**src/rtl/regbank_mp.sv**
```systemverilog
// regbank_mp: DEPTH x WIDTH register bank with one write port, two independent
// registered read ports (A, B) and a sequential clear engine that sweeps every
// entry to zero after reset or on clr_req.
// Build option: define REGBANK_BYPASS_EN to forward a same-cycle write to a
// read of the same address (write-through); otherwise reads see the old value.
module regbank_mp #(
  parameter  int WIDTH = 16,
  parameter  int DEPTH = 16,
  localparam int AW    = $clog2(DEPTH)
) (
  input  logic             CLK,
  input  logic             RST_N,
  input  logic             clr_req,
  output logic             busy,
  input  logic             wr_en,
  input  logic [AW-1:0]    wr_addr,
  input  logic [WIDTH-1:0] wr_data,
  input  logic             rd_a_en,
  input  logic [AW-1:0]    rd_a_addr,
  output logic [WIDTH-1:0] rd_a_data,
  output logic             rd_a_valid,
  input  logic             rd_b_en,
  input  logic [AW-1:0]    rd_b_addr,
  output logic [WIDTH-1:0] rd_b_data,
  output logic             rd_b_valid
);

  typedef enum logic {IDLE = 1'b0, CLEAR = 1'b1} state_t;

  state_t           state_q, state_d;
  logic [AW-1:0]    cnt_q, cnt_d;
  logic [WIDTH-1:0] mem_q [DEPTH];

  logic [WIDTH-1:0] rd_a_data_q, rd_a_data_d;
  logic [WIDTH-1:0] rd_b_data_q, rd_b_data_d;
  logic             rd_a_valid_q, rd_a_valid_d;
  logic             rd_b_valid_q, rd_b_valid_d;

  logic             mem_we;
  logic [AW-1:0]    mem_waddr;
  logic [WIDTH-1:0] mem_wdata;
  logic [WIDTH-1:0] rd_a_word, rd_b_word;

  // Sweep FSM: IDLE waits for clr_req, CLEAR visits every entry exactly once
  always_comb begin
    state_d = state_q;
    cnt_d   = cnt_q;
    case (state_q)
      CLEAR: begin
        cnt_d = cnt_q + AW'(1);
        if (cnt_q == AW'(DEPTH - 1)) begin
          state_d = IDLE;
          cnt_d   = '0;
        end
      end
      default: begin
        if (clr_req) begin
          state_d = CLEAR;
          cnt_d   = '0;
        end
      end
    endcase
  end

  // Storage write port: the sweep owns it during CLEAR, the user port otherwise
  always_comb begin
    mem_we    = wr_en;
    mem_waddr = wr_addr;
    mem_wdata = wr_data;
    if (state_q == CLEAR) begin
      mem_we    = 1'b1;
      mem_waddr = cnt_q;
      mem_wdata = '0;
    end
  end

`ifdef REGBANK_BYPASS_EN
  // Read word selection with write-through forwarding per port
  always_comb begin
    rd_a_word = mem_q[rd_a_addr];
    rd_b_word = mem_q[rd_b_addr];
    if (wr_en && (wr_addr == rd_a_addr)) rd_a_word = wr_data;
    if (wr_en && (wr_addr == rd_b_addr)) rd_b_word = wr_data;
  end
`else
  // Read word selection, read-before-write on address collision
  always_comb begin
    rd_a_word = mem_q[rd_a_addr];
    rd_b_word = mem_q[rd_b_addr];
  end
`endif

  // Read port next state: capture only in IDLE with strobe, otherwise hold data
  always_comb begin
    rd_a_data_d  = rd_a_data_q;
    rd_b_data_d  = rd_b_data_q;
    rd_a_valid_d = 1'b0;
    rd_b_valid_d = 1'b0;
    if (state_q == IDLE) begin
      if (rd_a_en) begin
        rd_a_data_d  = rd_a_word;
        rd_a_valid_d = 1'b1;
      end
      if (rd_b_en) begin
        rd_b_data_d  = rd_b_word;
        rd_b_valid_d = 1'b1;
      end
    end
  end

  // Control and read registers; reset lands in CLEAR so the array gets swept
  always_ff @(posedge CLK or negedge RST_N) begin
    if (!RST_N) begin
      state_q      <= CLEAR;
      cnt_q        <= '0;
      rd_a_data_q  <= '0;
      rd_b_data_q  <= '0;
      rd_a_valid_q <= 1'b0;
      rd_b_valid_q <= 1'b0;
    end else begin
      state_q      <= state_d;
      cnt_q        <= cnt_d;
      rd_a_data_q  <= rd_a_data_d;
      rd_b_data_q  <= rd_b_data_d;
      rd_a_valid_q <= rd_a_valid_d;
      rd_b_valid_q <= rd_b_valid_d;
    end
  end

  // Storage array, deliberately without reset (the sweep zeroes it)
  always_ff @(posedge CLK) begin
    if (mem_we) mem_q[mem_waddr] <= mem_wdata;
  end

  assign busy       = (state_q == CLEAR);
  assign rd_a_data  = rd_a_data_q;
  assign rd_b_data  = rd_b_data_q;
  assign rd_a_valid = rd_a_valid_q;
  assign rd_b_valid = rd_b_valid_q;

endmodule

```
**config.mk**
```make
export PLATFORM = sky130hd
export DESIGN_NAME = regbank_mp
export DESIGN_NICKNAME = d
export VERILOG_FILES = /design/src/rtl/regbank_mp.sv
export SDC_FILE = /design/constraint.sdc
export NUM_CORES = 1
export LEC_CHECK = 0
export CAP_MARGIN = 40
export CORE_AREA = 4 4 181 183
export DETAILED_ROUTE_END_ITERATION = 16
export DIE_AREA = 0 0 185 187
export SETUP_SLACK_MARGIN = 0.4
export SYNTH_ARGS = -nofsm -noshare
export SYNTH_HDL_FRONTEND = slang
export SYNTH_SLANG_ARGS = --single-unit
```
**constraint.sdc**
```tcl
create_clock -name CLK -period 5.4 [get_ports CLK]
set_input_delay 0.54 -clock CLK [delete_from_list [all_inputs] [get_ports CLK]]
set_output_delay 0.54 -clock CLK [all_outputs]
set_load 0.05 [all_outputs]
```
==> results.md <==
- Syn nets: around 1000
- TritonRoute pass-1 iters: 5
- Global-route wire length before repair: around 57000 um
- Hold_buf cts: 0
- Root buf cell: clkbuf_16
- FFs w/ async S/R, synth: 0.1322
- Largest net degree at the start of global routing: 54
- Port bufs: between 60 and 70
- Post-synth EDFFs: ~260
- Post-route ant nets: 0
- Std-Cell Rows: between 60 and 70
- PostCTS Resize Cnt: 0
- Max-cap violation count: 0
- Final Max Slew Viols: 0
- Yosys reg bits: between 200 and 300
- GR Util met3: 0.03209
- Final non-filler cell total: about 1500
- Vias per inst: between 5 and 6
- Reg-to-reg startpoint: busy$_DFF_PN1_
- Seq/Total Area, Yosys: 0.6287
- Tightest Pin Transition: approximately 0.99 ns
- Grt met1 use: 0.3102
- Final setup viols: 0
- Tcrit/Tclk final: 0.5912
- Critical-path cell list: clkdlybuf4s50_1
- Status: completed
- CP arrival: approximately 2.7 ns
- Nets: approximately 1100
- Grt total ovfl: 0
- Largest stage delay, worst path: about 1.1 ns
- Top cell type's share of synthesized area: 0.5578
- Worst setup path class: flop to output pin
- Minimum clock period: 3.192 ns
- F_max: 0.3133 GHz
- Min-delay worst type: input port to asynchronous set/reset pin
- CORE AREA: about 0.031 mm^2
- GR Layer Usage met2: 0.3555
- Antenna cells: 0
- Area growth syn-to-layout: 15.67%
- Min Hold Slack: about 0.10 ns
- Drt wl/cell: 25.38 um
- Largest delay contributor family on the critical path: flip-flops
- Ports: about 70
- Leakage power: 6.118 nW
- Clock buffer depth: 3
- Ranking of synthesized cells by area: edfxtp_1, mux2i_1, dfrtp_1
- Clock latency at the later pin of the worst-skew pair: 0.56 ns
- Synth area leader: edfxtp_1
- CP Launch Type: flop
- RSZ-0062 raised after global routing: false
- H-tree depth: 1
- Num CTS Buffers: 30
- Die Ht: about 190 um
- Critical Path RT: ~4.9 ns
- Clk slew on worst S/H paths: roughly 0.070 ns
- Mapped Cells: just over 1000
- Horiz. Die Dim: 185 um
- Pwr Density: 450.5 mW/mm^2
- Clock Skews: approximately 0.019 ns
- Vias in the first global route: ~9000
- Setup bufs post-CTS: 0
- Initial Utilization: 0.4413
- Number of distinct library cells after synthesis: 36
- Worst path buffer plus inverter count: 1
- Setup TNS: 0 ns
- GPL Wtd Cong: 0.7762
- Final HPWL from detailed placement: about 23000 um
- Routed wire length: about 38000 um
- Placed cells: approximately 1500
- Ys Warns: 0
- Via count of the routed design: around 9000
- Top cells by count, synth: edfxtp_1, mux2i_1, nand2_1
- Ys flop type: edfxtp_1
- Post-Syn Area per Cell: 13.65 um^2
- Maximum VDD drop: between 0.3 and 0.4 mV
- Worst Setup SP: busy$_DFF_PN1_
- Rel. slew slack: 0.3394
- GRT Resource Usage Total: 0.2181
- Antenna violations before repair: 0
- Die area: around 0.035 mm^2
- CTS Sinks: roughly 300
- Drt initial violations: 842
- Slowest stage cell, crit path: dfstp_2
- Gr busiest metal: met2
- Crit path max fanout: 40
- Crit end category: output pin
- Share of layout cells above drive strength 1: 0.1089
- Post-Syn Area: 0.01378 mm^2
- DRC viols: 0
- CTS tree: done
- Final Hold Violating Endpoints: 0
[layout by cell type, fill, tap and decap left out, types with 5 or more instances in the layout]
| cell type | instances |
|---|---|
| a22oi_1 | 85 |
| nor2_2 | 20 |
| nand2_1 | 110 |
| nand4_1 | 29 |
| edfxtp_1 | 256 |
| a21oi_1 | 17 |
| buf_4 | 41 |
| mux2i_1 | 256 |
| nor2_1 | 5 |
| buf_6 | 5 |
| clkinv_1 | 7 |
| clkinv_2 | 8 |
| clkbuf_16 | 31 |
| clkdlybuf4s50_1 | 65 |
| nor2b_1 | 19 |
| nand3_1 | 70 |
| dfrtp_1 | 38 |
| clkbuf_1 | 8 |
[per-layer routing]
metal | part of all wire | up-vias
met5 | 0 | -
met4 | 0.025 | 0
met3 | 0.058 | 76
met2 | 0.48 | 314
met1 | 0.44 | 4589
li1 | - | 4024
[final timing paths]
check	slack, ns	cells after the start	to
min in group CLK	0.51	2	rd_b_data[3]$_DFFE_PN0P_
hold / removal	0.10	2	rd_a_data[12]$_DFFE_PN0P_
max in group asynchronous	4.85	2	rd_b_data[7]$_DFFE_PN0P_
hold reg to reg	0.51	2	rd_b_data[3]$_DFFE_PN0P_
setup reg to reg	2.60	4	mem_q[10][4]$_DFFE_PP_
setup / recovery	2.21	1	busy
[where the power goes]
part	total, W	leakage, nW	switching [W]	internal, W
combinational	0.00188	2.78	0.00128	0.000595
clock	0.00195	0.452	0.000854	0.00109
sequential	0.00336	2.88	0.000286	0.00307
[per-stage QoR]
step | instance area, um^2 | util | total power, W | setup WS (ns)
floorplan | 13780 | - | 0.004468 | 2.959
global placement | 14810 | 0.4744 | 0.005239 | 2.196
detailed placement | 15030 | 0.4813 | 0.005293 | 2.629
CTS | 15940 | 0.5105 | 0.007223 | 2.166
global route | 15940 | 0.5105 | 0.007487 | 2.113
finish | 15940 | 0.5105 | 0.007182 | 2.208
[registers in the layout, summed over array words and instances, names as in the netlist]
register	cells
rd_b_valid	1
rd_a_valid	1
mem_q	256
rd_b_data	16
rd_a_data	16
busy	1
cnt_q	4
[cell families after synthesis]
logic type | Yosys count | share of synthesized area
mux | 257 | 0.1867
buf+inv | 75 | 0.03305
compound gates | 115 | 0.05874
flops | 295 | 0.6287
simple gates | 267 | 0.09188
fa+ha+maj | 1 | 0.0009077
[area by class of cell]
class / count / area [um^2]
inverters: 3 / 11.26
clock buffers: 39 / 805.8
repair buffers: 117 / 1120
multi-input cells: 640 / 4732
flip-flops and latches: 295 / 8665
clock inverters: 17 / 105.1
well taps: 402 / 503.0
fillers: 2726 / 15290
Power figures use the tool's default switching activity.
